===== config.mk =====
export PLATFORM = sky130hd
export DESIGN_NAME = uart_rx_frame
export DESIGN_NICKNAME = d
export VERILOG_FILES = /design/src/rtl/uart_pkg.sv /design/src/rtl/uart_rx_sync.sv /design/src/rtl/uart_rx_frame.sv
export SDC_FILE = /design/constraint.sdc
export NUM_CORES = 1
export LEC_CHECK = 0
export CORE_UTILIZATION = 63
export DETAILED_ROUTE_END_ITERATION = 6
export PLACE_DENSITY = 0.86
export SLEW_MARGIN = 20
export SYNTH_ARGS = -nofsm -noshare
export SYNTH_HDL_FRONTEND = slang
export SYNTH_SLANG_ARGS = --single-unit

===== constraint.sdc =====
create_clock -name clk_i -period 4.7 [get_ports clk_i]
set_clock_uncertainty 0.15 [all_clocks]
set_input_delay 0.94 -clock clk_i [delete_from_list [all_inputs] [get_ports clk_i]]
set_output_delay 0.94 -clock clk_i [all_outputs]
set_load 0.01 [all_outputs]

===== src/rtl/uart_pkg.sv =====
// UART shared definitions: RX framing state encoding, RX config floor and the
// register map that uart_core decodes.
// No ports; imported by uart_rx_frame and uart_core.
package uart_pkg;

  // Receive framing states.
  typedef enum logic [2:0] {
    IDLE,
    START,
    DATA,
    PARITY,
    STOP,
    WAIT_IDLE
  } rx_state_e;

  // Smallest clks-per-bit the receiver accepts; below this it never leaves IDLE.
  localparam int MIN_CPB_DEFAULT = 4;

  // Register byte offsets decoded by uart_core.
  localparam logic [7:0] UART_REG_DATA   = 8'h00;
  localparam logic [7:0] UART_REG_STATUS = 8'h04;
  localparam logic [7:0] UART_REG_CTRL   = 8'h08;
  localparam logic [7:0] UART_REG_BAUD   = 8'h0C;

endpackage


===== src/rtl/uart_rx_sync.sv =====
// RX line conditioner: 2-flop synchroniser, 3-sample majority vote and
// falling-edge detect. Ports: clk_i/rst_i, rx_i (async line), rx_s (synced line),
// maj (2-of-3 of the last three rx_s samples), fall (rx_s just went 1->0).
module uart_rx_sync (
  input  logic clk_i,
  input  logic rst_i,
  input  logic rx_i,
  output logic rx_s,
  output logic maj,
  output logic fall
);

  logic [1:0] sync_q;
  logic [2:0] hist_q;

  // All flops preset to the idle level so leaving reset never looks like a start edge.
  always_ff @(posedge clk_i) begin
    if (rst_i) begin
      sync_q <= 2'b11;
      hist_q <= 3'b111;
    end else begin
      sync_q <= {sync_q[0], rx_i};
      hist_q <= {hist_q[1:0], rx_s};
    end
  end

  assign rx_s = sync_q[1];
  assign maj  = (hist_q[0] & hist_q[1]) | (hist_q[0] & hist_q[2]) | (hist_q[1] & hist_q[2]);
  assign fall = hist_q[0] & ~rx_s;

endmodule


===== src/rtl/uart_rx_frame.sv =====
// Oversampling UART receiver: turns rx_i into bytes with parity/framing/break flags.
// Ports: clk_i/rst_i, rx_i line, en_i, clks_per_bit_i/parity_en_i/parity_odd_i config;
// rx_data_o/parity_err_o/frame_err_o held per frame, rx_valid_o/break_o pulses, busy_o.
module uart_rx_frame
  import uart_pkg::*;
#(
  parameter int DATA_BITS = 8,
  parameter int MIN_CPB   = MIN_CPB_DEFAULT
) (
  input  logic                 clk_i,
  input  logic                 rst_i,
  input  logic                 rx_i,
  input  logic                 en_i,
  input  logic [15:0]          clks_per_bit_i,
  input  logic                 parity_en_i,
  input  logic                 parity_odd_i,
  output logic [DATA_BITS-1:0] rx_data_o,
  output logic                 rx_valid_o,
  output logic                 parity_err_o,
  output logic                 frame_err_o,
  output logic                 break_o,
  output logic                 busy_o
);

  localparam int IDX_W = $clog2(DATA_BITS + 3);
  localparam logic [IDX_W-1:0] LAST_IDX = IDX_W'(DATA_BITS);

  rx_state_e            state_q, state_d;
  logic [15:0]          cnt_q, cnt_d, n_q, n_d;
  logic [IDX_W-1:0]     idx_q, idx_d;
  logic [DATA_BITS-1:0] shreg_q, shreg_d, data_d;
  logic                 par_en_q, par_en_d, par_odd_q, par_odd_d, par_bit_q, par_bit_d;
  logic                 valid_d, perr_d, ferr_d, brk_d;
  logic                 rx_s, maj, fall, mid, at_end;

  uart_rx_sync u_sync (
    .clk_i (clk_i),
    .rst_i (rst_i),
    .rx_i  (rx_i),
    .rx_s  (rx_s),
    .maj   (maj),
    .fall  (fall)
  );

  // Decision point sits just past mid-bit to cover the synchroniser/vote delay.
  assign mid    = (cnt_q == (n_q >> 1) + 16'd1);
  assign at_end = (cnt_q == n_q - 16'd1);
  assign busy_o = (state_q != IDLE);

  always_comb begin
    state_d   = state_q;
    cnt_d     = at_end ? 16'd0 : cnt_q + 16'd1;
    n_d       = n_q;
    idx_d     = idx_q;
    shreg_d   = shreg_q;
    par_en_d  = par_en_q;
    par_odd_d = par_odd_q;
    par_bit_d = par_bit_q;
    valid_d   = 1'b0;
    brk_d     = 1'b0;
    data_d    = rx_data_o;
    perr_d    = parity_err_o;
    ferr_d    = frame_err_o;

    case (state_q)
      IDLE: begin
        cnt_d = 16'd0;
        if (en_i && clks_per_bit_i >= 16'(MIN_CPB) && fall) begin
          state_d   = START;
          n_d       = clks_per_bit_i;
          par_en_d  = parity_en_i;
          par_odd_d = parity_odd_i;
          par_bit_d = 1'b0;
          idx_d     = '0;
        end
      end
      START: begin
        if (mid && maj) begin
          state_d = IDLE;          // line back high at mid-start: glitch
        end else if (at_end) begin
          state_d = DATA;
        end
      end
      DATA: begin
        if (mid) begin
          shreg_d = {maj, shreg_q[DATA_BITS-1:1]};  // LSB arrives first
          idx_d   = idx_q + 1'b1;
        end
        if (at_end && idx_q == LAST_IDX) begin
          state_d = par_en_q ? PARITY : STOP;
        end
      end
      PARITY: begin
        if (mid) begin
          par_bit_d = maj;
        end
        if (at_end) begin
          state_d = STOP;
        end
      end
      STOP: begin
        if (mid) begin
          valid_d = 1'b1;
          data_d  = shreg_q;
          perr_d  = par_en_q && ((^shreg_q ^ par_bit_q) != par_odd_q);
          ferr_d  = ~maj;
          brk_d   = ~maj && (shreg_q == '0) && ~par_bit_q;
          // Good stop returns straight to IDLE so a back-to-back start is caught.
          state_d = maj ? IDLE : WAIT_IDLE;
        end
      end
      WAIT_IDLE: begin
        cnt_d = 16'd0;
        if (rx_s) begin
          state_d = IDLE;
        end
      end
      default: state_d = IDLE;
    endcase

    // Disable overrides everything, including a same-cycle stop decision.
    if (!en_i) begin
      state_d = IDLE;
      valid_d = 1'b0;
      brk_d   = 1'b0;
      data_d  = rx_data_o;
      perr_d  = parity_err_o;
      ferr_d  = frame_err_o;
    end
  end

  always_ff @(posedge clk_i) begin
    if (rst_i) begin
      state_q      <= IDLE;
      cnt_q        <= '0;
      n_q          <= '0;
      idx_q        <= '0;
      shreg_q      <= '0;
      par_en_q     <= 1'b0;
      par_odd_q    <= 1'b0;
      par_bit_q    <= 1'b0;
      rx_valid_o   <= 1'b0;
      break_o      <= 1'b0;
      rx_data_o    <= '0;
      parity_err_o <= 1'b0;
      frame_err_o  <= 1'b0;
    end else begin
      state_q      <= state_d;
      cnt_q        <= cnt_d;
      n_q          <= n_d;
      idx_q        <= idx_d;
      shreg_q      <= shreg_d;
      par_en_q     <= par_en_d;
      par_odd_q    <= par_odd_d;
      par_bit_q    <= par_bit_d;
      rx_valid_o   <= valid_d;
      break_o      <= brk_d;
      rx_data_o    <= data_d;
      parity_err_o <= perr_d;
      frame_err_o  <= ferr_d;
    end
  end

endmodule


## Word-level counts from Yosys, hierarchy flattened

Index checks and enable logic that the tools add are counted.

- Reductions and logical operators: 23
- $lt $le $gt $ge: 1
- Bitwise gates (word level): 13
- Eq/ne operators: 17
- Muxes and demuxes: 17
- Add/subtract/negate cells: 4

Operator list:

| operator | number |
|---|---|
| 16-bit == test | 2 |
| 3-bit 2-to-1 mux | 9 |
| 3-bit case mux with 6 select lines | 1 |
| 15-bit by 1-bit adder with 16-bit output (second input constant) | 1 |
| 16-bit by 1-bit adder with 16-bit output (second input constant) | 1 |
| 16-bit by 3-bit >= comparator with 1-bit output (second input constant) | 1 |
| 16-bit by 1-bit subtractor with 16-bit output (second input constant) | 1 |
| 2-bit != test (second input constant) | 6 |
| 3-bit AND reduction | 3 |
| 8-bit zero test | 1 |
| 4-bit 2-to-1 mux | 2 |
| 4-bit case mux with 2 select lines | 1 |
| 4-bit OR reduction | 2 |
| 8-bit XOR reduction | 1 |
| 1-bit logical AND | 7 |
| 3-bit by 2-bit == test with 1-bit output (second input constant) | 2 |
| 3-bit == test (second input constant) | 2 |
| 1-bit inverter | 6 |
| 6-bit AND reduction | 1 |
| 4-bit by 1-bit adder with 4-bit output (second input constant) | 1 |
| 1-bit AND | 4 |
| 4-bit == test (second input constant) | 1 |
| 2-bit AND reduction | 2 |
| 2-bit nonzero test | 2 |
| 12 further kinds | 15 |

- Logic and storage cells: 90
- Input port bits: 22
- Register bits after elaboration: 67
- Output and inout bits: 13

## Longest topological paths before layout

- Word-level depth: 6
- Gate-level depth with buffers: 11
- Depth with buffers taken out: 10

## Hierarchy

Synthesis repeated with hierarchy kept, for this count alone.

- Cell total of the unflattened synthesis: 516
- Area, all modules: 4,107.7 sq um

Modules (own cells, without submodules):

| module | area each (sq um) | seq. area each (sq um) | cells each | times used |
|---|---|---|---|---|
| uart_rx_frame | 3,958.8 | 1,241.2 | 504 | 1 |
| uart_rx_sync | 148.9 | 100.1 | 12 | 1 |

## Worst setup path before layout

No wires, ideal clock.

- Kind: flip-flop to flip-flop
- Start: reg n_q[2]
- End: reg rx_data_o[0]
- Buffers on the path: 1
- Arrival: 2.622 ns
- Slack: 1.800 ns
- Clock period less this slack: 2.900 ns
- Required time: 4.422 ns
- Setup time: 0.128 ns
- Cell stages (with the launch flop): 11
- Cell sequence: dfxtp_1 -> ha_1 -> nand4_1 -> nor4_1 -> xor2_1 -> or3_1 -> a2111oi_4 -> nand4_1 -> buf_2 -> mux2i_1 -> nor2_1

- Longest elaborated chain between the ends: 3

Ends and longest elaborated chain:

| what | line | RTL |
|---|---|---|
| start: declaration | uart_rx_frame.sv:29 | `logic [15:0] cnt_q, cnt_d, n_q, n_d;` |
| start signal: assignment | uart_rx_frame.sv:150 | `n_q <= n_d;` |
| 15-bit by 1-bit adder with 16-bit output | uart_rx_frame.sv:46 | `assign mid = (cnt_q == (n_q >> 1) + 16'd1);` |
| 16-bit == test | uart_rx_frame.sv:46 |  |
| 3-bit AND reduction (no line) | -- |  |
| end signal: assignment | uart_rx_frame.sv:158 | `rx_data_o <= data_d;` |
| end: declaration | uart_rx_frame.sv:17 | `output logic [DATA_BITS-1:0] rx_data_o,` |

Every way passes these cells.
A chain may end at the register's enable or synchronous reset.

## Worst setup path after layout

- Start: reg n_q[2]
- End: reg parity_err_o

- Longest elaborated chain between the ends: 3

Ends and longest elaborated chain:

| what | line | RTL |
|---|---|---|
| 15-bit by 1-bit adder with 16-bit output | uart_rx_frame.sv:46 |  |
| 16-bit == test | uart_rx_frame.sv:46 |  |
| 3-bit AND reduction (no line) | -- |  |
| end signal: assignment | uart_rx_frame.sv:159 | `parity_err_o <= perr_d;` |
| end: declaration | uart_rx_frame.sv:19 | `output logic parity_err_o,` |

Every way passes these cells.

==> flow_metrics.env <==
export IMPL_status="finished, final reports clean"
export IMPL_required_ps=4770
export IMPL_vias=3503
export IMPL_synth_top_family_by_area="simple AND/OR/NAND/NOR gates"
export IMPL_max_freq_mhz=249
export IMPL_path_delay_family="simple AND/OR/NAND/NOR gates"
export IMPL_fin_hold_ws_ps=269
export IMPL_async_reset_ff_share_pct=0
export IMPL_worstSetupPathType="flip-flop to flip-flop"
export IMPL_final_setup_tns_ps=0
export IMPL_ys_ff_latch=67
export IMPL_synth_compound_area_share_pct=8.51
export IMPL_p_leak_nw=1.80
export IMPL_cap_violations=0
export IMPL_antennaDiodeCount=0
export IMPL_cts_root_buffer="clkbuf_8"
export IMPL_cp_max_fo=11
export IMPL_cp_cell_sequence="ha_1, nand4_1, nor4_1, xor2_1, or3_1, a2111oi_4, nand4_1, mux2i_1, nor2_1"
export IMPL_worst_hold_startpoint="u_sync.sync_q[0]"
export IMPL_slowest_stage="nand4_1"
export IMPL_viasPerCell=6.13
export IMPL_cts_resized=0
export IMPL_synth_flop_cell="dfxtp_1"
export IMPL_irDropWorstVdd_mv=0.195
export IMPL_clkSlewWorstSetupHoldPaths_ps=70
export IMPL_setup_ws_ps=691
export IMPL_fp_dieH_um=81.5
export IMPL_numCtsBuffers=9
export IMPL_ant_nets=0
export IMPL_core_area_mm2=0.00603
export IMPL_io_buffers=34
export IMPL_hpwl_um=6600
export IMPL_die_area_mm2=0.00665
export IMPL_grt_pass1_wl_um=15200
export IMPL_dr_pass1_iters=5
export IMPL_antenna_found_initial=0
export IMPL_cts_max_path_buffers=2
export IMPL_yosysWarnings=0
export IMPL_ys_seq_area_share_pct=33.7
export IMPL_synth_cells=480
export IMPL_cp_end_kind="flip-flop"
export IMPL_worstRegToRegCells=9
export IMPL_r2r_end="parity_err_o"
export IMPL_drc=0
export IMPL_hold_depth=1
export IMPL_htreeDepth=3
export IMPL_synth_cell_types=54
export IMPL_rsz0062_at_grt="no"
export IMPL_hold_end="u_sync.sync_q[1]"
export IMPL_drive_gt1_share_pct=6.45
export IMPL_clock_sinks=67
export IMPL_post_place_ws_ps=844
export IMPL_syn_num_nets=512
export IMPL_regArea_mm2=0.00134
export IMPL_timing_rr_start="n_q[2]"
export IMPL_fp_dieW_um=81.5
export IMPL_cts_hold_buf=0
export IMPL_io_pins=35
export IMPL_rows=28
export IMPL_setup_violations_final=0
export IMPL_grt_max_degree=50
export IMPL_finalCriticalPeriod_ps=4010
export IMPL_max_slew_margin_pct=48.3
export IMPL_cp_start_kind="flip-flop"
export IMPL_syn2layout_area_growth_pct=13.3
export IMPL_hold_viol=0
export IMPL_clock_latency_ps=350
export IMPL_routed_wirelength_um=9570
export IMPL_worst_path_buf_inv=0
export IMPL_r2r_setup_slack_ps=690
export IMPL_maxSlewViolCount=0
export IMPL_grt_usage_pct=30.5
export IMPL_synth_area_mux_share_pct=9.83
export IMPL_cpMostUsedCell="nand4_1"
export IMPL_routedWlPerCell_um=16.8
export IMPL_netlist_area_mm2=0.00398
export IMPL_synth_avg_cell_area_um2=8.30
export IMPL_cts_tree="done"
export IMPL_cpPeakStageDelay_ps=730
export IMPL_synth_edf_count=0
export IMPL_grt_pass1_vias=3328
export IMPL_fin_nets=524
export IMPL_drt_initial_drc_count=297
export IMPL_overflow=0
export IMPL_period_share_pct=85.3
export IMPL_worstMarginPinSlew_ps=773
export IMPL_multi_input_area_mm2=0.00242
export IMPL_postCtsSetupBuffers=0
export IMPL_synth_simple_gate_area_share_pct=25.8
export IMPL_fill_cells=427
export IMPL_place_congestion=0.890
export IMPL_power_density_mw_per_mm2=278
export IMPL_synth_xor_area_share_pct=13.2
export IMPL_synth_fa_ha_area_share_pct=3.39
export IMPL_hp_class="flip-flop to flip-flop"
export IMPL_start_util_pct=66.1
export IMPL_arrival_ps=4080
==> metrics by stage <==
step	total power, mW	instances	utilization, %	area, um^2
global placement	0.687	556	71.0	4280
detailed placement	0.691	556	71.0	4280
floorplan	0.657	480	-	3980
global route	1.30	571	74.9	4510
CTS	1.26	571	74.9	4510
finish	1.26	571	74.9	4510
==> worst max-delay path by stage <==
stage | depth (start not counted) | start | end
global route | 9 | n_q[2] | break_o
floorplan | 10 | n_q[2] | rx_data_o[0]
detailed placement | 9 | n_q[2] | break_o
global placement | 9 | n_q[2] | break_o
CTS | 9 | n_q[2] | break_o
finish | 9 | n_q[2] | parity_err_o
==> placed cells by master (no fill, tap or decap), types with 4 or more instances in the layout <==
master           instances
mux2i_1                 38
ha_1                    10
clkdlybuf4s50_1         34
or2_2                    7
a21oi_1                 14
nand4_1                 12
nand2_1                 32
o21ai_0                  5
nand3_1                 27
xor2_1                  17
nor3_1                   6
nor4_1                  12
nor3b_1                  5
nor2_1                  67
clkbuf_8                 9
inv_1                   19
dfxtp_1                 67
nor2b_1                  7
xnor2_1                 43
and3_1                  11
a31oi_1                  4
==> sequential cells by signal, indices dropped and copies added, names as in the netlist <==
signal	cells
rx_data_o	8
par_odd_q	1
shreg_q	8
idx_q	4
frame_err_o	1
n_q	16
cnt_q	16
rx_valid_o	1
break_o	1
par_en_q	1
par_bit_q	1
u_sync.sync_q	2
parity_err_o	1
u_sync.hist_q	3
state_q	3
==> logic make-up after synthesis <==
group / Yosys count
multiplexers: 39
AND/OR/NAND/NOR: 203
flip-flops: 67
AO/OA/AOI/OAI: 47
XOR/XNOR: 60
adder cells (fa/ha/maj): 11
buffers and inverters: 53
==> final cells by class <==
cell class	instances	area share (%)
multi-input cells	360	53.6
flip-flops and latches	67	29.7
repair buffers	35	7.71
clock buffers	9	2.74
clock inverters	6	2.55
well taps	75	2.08
inverters	19	1.58
==> cells in the mapped netlist (all sizes together), types with 5 or more instances <==
library cell | number | area [um^2]
dfxtp | 67 | 1340
or2 | 7 | 43.8
nor2b | 7 | 43.8
nor2 | 67 | 251
mux2i | 38 | 380
buf | 16 | 82.6
and3 | 11 | 68.8
nand4 | 12 | 75.1
clkbuf | 18 | 67.6
a21oi | 14 | 70.1
xnor2 | 43 | 377
inv | 19 | 71.3
o21ai | 5 | 25.0
nand3 | 28 | 145
nor3 | 6 | 30.0
ha | 10 | 125
nand2 | 32 | 120
nor4 | 13 | 87.6
xor2 | 17 | 149
nor3b | 5 | 37.5
==> worst register-to-register path: stages (launching register included) <==
cell       delay [ps]
dfxtp_1           490
ha_1              360
nand4_1           180
nor4_1            400
xor2_1            110
or3_1             360
a2111oi_4         600
nand4_1           730
mux2i_1           430
nor2_1             70
==> layer usage <==
metal	vias to the layer above	global-route usage, %	wire [um]
li1	1673	-	-
met1	1695	35.7	4090
met2	106	52.4	4730
met3	29	6.78	453
met4	0	14.1	291
met5	-	0	0
==> report_power, final <==
part | leakage, nW | internal, mW | switching (mW)
clock | 0.115 | 0.351 | 0.223
combinational | 1.15 | 0.0496 | 0.0488
sequential | 0.541 | 0.572 | 0.0107
(Power assumes the default switching activity.)
